### src/rtl/encoder8_3.sv
// Sequential 8-to-3 request encoder: accumulates multi-hot request strobes and
// emits one binary index per pending bit, in fixed priority order, over valid/ready.
module encoder8_3 #(
  parameter bit PRIO_LSB = 1'b1
) (
  input  logic       clk,
  input  logic       rst,
  input  logic [7:0] req,
  input  logic       req_valid,
  output logic [2:0] code,
  output logic       code_valid,
  input  logic       code_ready,
  output logic [7:0] pending,
  output logic       overflow,
  output logic       busy
);

  localparam int unsigned N = 8;
  localparam int unsigned W = 3;

  typedef enum logic {
    EMPTY = 1'b0,
    FULL  = 1'b1
  } state_t;

  state_t       state, state_next;
  logic [W-1:0] sel, code_next;
  logic [N-1:0] pending_next, clear_mask;
  logic         overflow_next;
  int unsigned  idx;

  // Priority pick over registered pending; the last hit in scan order wins.
  always_comb begin
    sel = '0;
    idx = 0;
    for (int unsigned i = 0; i < N; i++) begin
      idx = PRIO_LSB ? (N - 1 - i) : i;
      if (pending[W'(idx)]) sel = W'(idx);
    end
  end

  // Output-slot FSM, pending merge and overflow detection.
  always_comb begin
    state_next = state;
    code_next  = code;
    clear_mask = '0;
    case (state)
      EMPTY: begin
        if (|pending) begin
          code_next  = sel;
          clear_mask = N'(1) << sel;
          state_next = FULL;
        end
      end
      FULL: begin
        if (code_ready) begin
          if (|pending) begin
            code_next  = sel;
            clear_mask = N'(1) << sel;
          end else begin
            state_next = EMPTY;
          end
        end
      end
      default: state_next = EMPTY;
    endcase
    // A new request for the bit being loaded re-pends it rather than overflowing.
    pending_next  = (pending & ~clear_mask) | (req_valid ? req : '0);
    overflow_next = req_valid & (|(req & pending & ~clear_mask));
  end

  always_ff @(posedge clk) begin
    if (rst) begin
      state    <= EMPTY;
      code     <= '0;
      pending  <= '0;
      overflow <= 1'b0;
    end else begin
      state    <= state_next;
      code     <= code_next;
      pending  <= pending_next;
      overflow <= overflow_next;
    end
  end

  assign code_valid = (state == FULL);
  assign busy       = (|pending) | code_valid;

endmodule

### config.mk
export PLATFORM = sky130hd
export DESIGN_NAME = encoder8_3
export DESIGN_NICKNAME = d
export VERILOG_FILES = /design/src/rtl/encoder8_3.sv
export SDC_FILE = /design/constraint.sdc
export NUM_CORES = 1
export LEC_CHECK = 0
export BUFFER_PORTS_ARGS = -buffer_cell sky130_fd_sc_hd__buf_2
export CORE_MARGIN = 4
export CORE_UTILIZATION = 40
export DETAILED_ROUTE_END_ITERATION = 10
export PLACE_DENSITY_LB_ADDON = 0.1
export SYNTH_ARGS = -nofsm -noshare
export SYNTH_HDL_FRONTEND = slang
export SYNTH_SLANG_ARGS = --single-unit
### constraint.sdc
create_clock -name clk -period 4.8 [get_ports clk]
set_input_delay 0.72 -clock clk [delete_from_list [all_inputs] [get_ports clk]]
set_output_delay 0.72 -clock clk [all_outputs]
set_load 0.03 [all_outputs]
### After elaboration in Yosys (flattened, before gate mapping)

Index checks and enable logic that the tools add are counted.

| cells by class | value |
|---|---|
| add/subtract/negate cells | 0 |
| multiply operators | 0 |
| divide/modulo/power cells | 0 |
| order comparisons | 0 |
| eq/ne operators | 1 |
| shift operators | 1 |
| mux-type cells | 18 |
| bitwise operators | 8 |
| reduce and logical (&&, ||, !) cells | 2 |

Operator list:

| cell | count |
|---|---|
| $mux W3 | 10 |
| $and A8 B8 Y8 | 3 |
| $mux W8 | 3 |
| $pmux W8 S2 | 1 |
| $reduce_or A8 Y1 | 2 |
| $not A8 Y8 | 1 |
| $or A8 B8 Y8 | 1 |
| $shl A1 B3 Y8 const A | 1 |
| $pmux W3 S2 | 1 |
| $mux W1 | 2 |
| $ne A2 B2 Y1 const B | 1 |
| $pmux W1 S2 | 1 |
| $and A1 B1 Y1 | 1 |
| $not A1 Y1 | 1 |
| $or A1 B1 Y1 | 1 |

| word-level totals | value |
|---|---|
| register bits after elaboration | 13 |
| latch bits | 0 |
| RAM bits | 0 |
| ROM bits | 0 |
| input bits | 12 |
| word-level logic and storage cells | 34 |
| memories kept | 0 |

### Depth between registers and ports, before layout

| depth | value |
|---|---|
| word-level depth | 16 |
| mapped depth | 5 |
| depth with buffers taken out | 5 |

### Worst setup path before layout

Ideal clock, no wire load.

| timing | value |
|---|---|
| path type | register -> output |
| start | register pending[3] |
| end | output port busy |
| data arrival time | 1516 ps |
| required time | 4080 ps |
| slack | 2564 ps |
| stages on the path, launching flop included | 3 |
| buffers on the path | 0 |
| cells stage by stage | dfxtp_1 > or4_4 > or3_1 |

| between the ends | value |
|---|---|
| cells in the longest elaborated chain, start to end | 2 |

RTL lines:

| what | RTL line | text |
|---|---|---|
| start: declaration | 13 | `output logic [7:0] pending,` |
| start signal: assignment | 81 | `pending <= pending_next;` |
| $reduce_or A8 Y1 | 87 | `assign busy = (\|pending) \| code_valid;` |
| $or A1 B1 Y1 | 87 |  |
| end: declaration | 15 | `output logic busy` |

No other way between the ends.

### Worst setup path in the final report

| timing | value |
|---|---|
| start | register pending[4] |
| end | output port busy |

Same word-level chain as after synthesis.

==> metrics.md <==
| Metric | Value |
|---|---|
| Die X | 47.3 um |
| VDD IR-drop max | 0.201 mV |
| Worst min path class | flop to flop |
| CP arrival | 1780 ps |
| Critical path launch point type | flop |
| Min Hold Slack | 458 ps |
| Proportion of netlist area held by the largest area contributor | 0.421 |
| Grt ovf | 0 |
| N_diodes | 0 |
| Num rows | 13 |
| Seq/Total Area, Yosys | 0.421 |
| DRT antenna net count | 0 |
| Final wirelength | 1.52 mm |
| Slew Limit Fails | 0 |
| Final Critical Period | 2500 ps |
| CTS clk-pin slew, worst paths | 90 ps |
| PortBufs | 25 |
| R2R Setup Slk | 2960 ps |
| Tcrit/Tclk final | 0.521 |
| Worst setup EP type | output pin |
| Synth cell types | 28 |
| Largest net degree at the start of global routing | 14 |
| Crit path required time | 4080 ps |
| DRT Pass-1 Iters | 5 |
| Fin Setup TNS | 0 ps |
| Worst-case clock buffer depth | 2 |
| Final net count | 113 |
| Post-detail-place hpwl | 1.19 mm |
| Pwr per Cell Area | 343 nW/um2 |
| Final hold vios | 0 |
| Clk sinks | 13 |
| H-tree lvl count | 1 |
| Area leader, netlist | dfxtp_1 |
| CTS tree | built |
| Flops & latches, synth | 13 |
| Worst clock skew | 5.59 ps |
| RSZ-0062 raised after global routing | no |
| Crit-path max FO | 8 |
| Initial antenna violation count | 0 |
| Synth Warn # | 0 |
| Worst-Margin Slew | 356 ps |
| Synthesized area | 618 um2 |
| Syn Inst Count | 73 |
| GRT Overall Usage | 0.163 |
| Area contributors post-synth | dfxtp_1 (42%), a22oi_1 (6.1%), nor2_1 (6.1%), a21oi_1 (5.7%), nand3_1 (3.2%) |
| Endpoints failing setup | 0 |
| Die area | 2240 um2 |
| Worst r2r dst | overflow$_SDFF_PP0_ |
| IO Count | 26 |
| Achievable Freq | 0.400 GHz |
| Max cap viols | 0 |
| Clk_lat worst skew | 280 ps |
| Cts repair resizes | 0 |
| Slew margin rel. | 0.756 |
| Cells on worst reg2reg path | 5 |
| Post-route cell area | 781 um2 |
| Cts hold-fix bufs | 0 |
| Mean Syn Cell Area | 8.47 um2 |
| First-pass GRT wire length | 2.40 mm |
| Vias in the first global route | 571 |
| DR DRC count | 0 |
| Path type of the worst setup path | flop to output pin |
| Worst r2r src | pending[3]$_SDFF_PP0_ |
| Wirelength per Cell | 13.2 um |
| LEAKAGE | 0.358 nW |
| Syn-to-layout area delta | 26.3% |
| CTS root buf | clkbuf_4 |
| Status | finished clean |
| Via-to-Cell Ratio | 5.67 |
| DIE HEIGHT | 47.3 um |
| Syn_nets | 85 |
| CP startpoint | pending[4]$_SDFF_PP0_ |
| Routability Congestion | 0.807 |
| CP endpoint | busy |
| Starting Density | 0.447 |
| Vias | 652 |
| Placed Area | 754 um2 |
| CTS buffer count | 3 |
| Core area | 1380 um2 |
| Share of layout cells above drive strength 1 | 0.320 |
| Iteration-0 DRC Markers | 13 |
| Postcts setup bufs | 0 |
## metal layers
| layer | global-route usage | wire [um] |
|---|---|---|
| met3 | 0.0498 | 128 |
| met2 | 0.254 | 703 |
| met5 | 0 | 0 |
| met1 | 0.186 | 662 |
| met4 | 0.116 | 27 |
## logic make-up after synthesis
| kind of cell | count (synthesis) | synth area share |
|---|---|---|
| AOI/OAI and AO/OA | 27 | 0.290 |
| buffers and inverters | 3 | 0.0182 |
| and+or+nand+nor | 30 | 0.271 |
| DFF | 13 | 0.421 |
## through the flow
| stage | cells | utilization | power (W) | setup slack [ps] |
|---|---|---|---|---|
| 6_report | 115 | 0.565 | 0.000268 | 2300 |
| 5_1_grt | 115 | 0.565 | 0.000287 | 2220 |
| 4_1_cts | 115 | 0.565 | 0.000273 | 2300 |
| 3_5_place_dp | 111 | 0.546 | 0.000201 | 2610 |
| 3_3_place_gp | 111 | 0.546 | 0.000200 | 2630 |
| 2_1_floorplan | 73 | - | 0.000179 | 2560 |
## final cells by class
type,count,area [um2]
clock buffers,4,26.3
fillers,139,602
inverters,1,3.75
multi-input cells,57,347
flip-flops and latches,13,260
well taps,15,18.8
repair buffers,25,125
## state kept, by name (all words and copies together) (netlist names)
name,count
overflow,1
code_valid,1
pending,8
code,3
## worst max-delay path, stage by stage (launching register included)
cell     delay (ps)
dfxtp_1         380
or4_1           610
or3_1           330
buf_2           180
## synth_stat cells
library cell	count
dfxtp_1	13
nor2_1	10
a21oi_1	7
a22oi_1	5
nand2_1	4
nand3_1	4
o21ai_0	4
clkbuf_1	2
nand2b_1	2
nor2b_1	2
o21ai_1	2
or3_1	2
a2111oi_0	1
a211oi_1	1
a21o_1	1
a31oi_1	1
a41oi_1	1
and4_1	1
inv_1	1
nand2b_4	1
nor3_1	1
o211a_1	1
o211ai_1	1
o211ai_2	1
o21bai_1	1
or3_4	1
or4_1	1
or4_4	1
## power by group
| part | internal (W) | switching [W] | total, W |
|---|---|---|---|
| Sequential | 0.000116 | 0.00000880 | 0.000125 |
| Combinational | 0.0000275 | 0.0000453 | 0.0000728 |
| Clock | 0.0000322 | 0.0000379 | 0.0000701 |
| Total | 0.000176 | 0.0000920 | 0.000268 |
## cells in the final DEF (no fill, tap or decap), types with 2 or more instances in the layout
master,instances
nor2b_1,2
o21ai_1,2
nand3_1,4
nand2_1,4
a21oi_1,7
nand2b_1,2
clkbuf_4,3
a22oi_1,5
nor2_1,10
buf_2,25
dfxtp_1,13
or3_1,2
o21ai_0,4
## worst min-delay path by stage
stage	start	endpoint	slack (ps)	cells after the start
3_5_place_dp	code[0]$_SDFFE_PP0P_	code[0]$_SDFFE_PP0P_	450	2
2_1_floorplan	code[0]$_SDFFE_PP0P_	code[0]$_SDFFE_PP0P_	570	2
5_1_grt	code[0]$_SDFFE_PP0P_	code[0]$_SDFFE_PP0P_	480	2
4_1_cts	code[0]$_SDFFE_PP0P_	code[0]$_SDFFE_PP0P_	460	2
6_report	code[0]$_SDFFE_PP0P_	code[0]$_SDFFE_PP0P_	460	2
3_3_place_gp	code[0]$_SDFFE_PP0P_	code[0]$_SDFFE_PP0P_	440	2
Power figures use the tool's default switching activity.
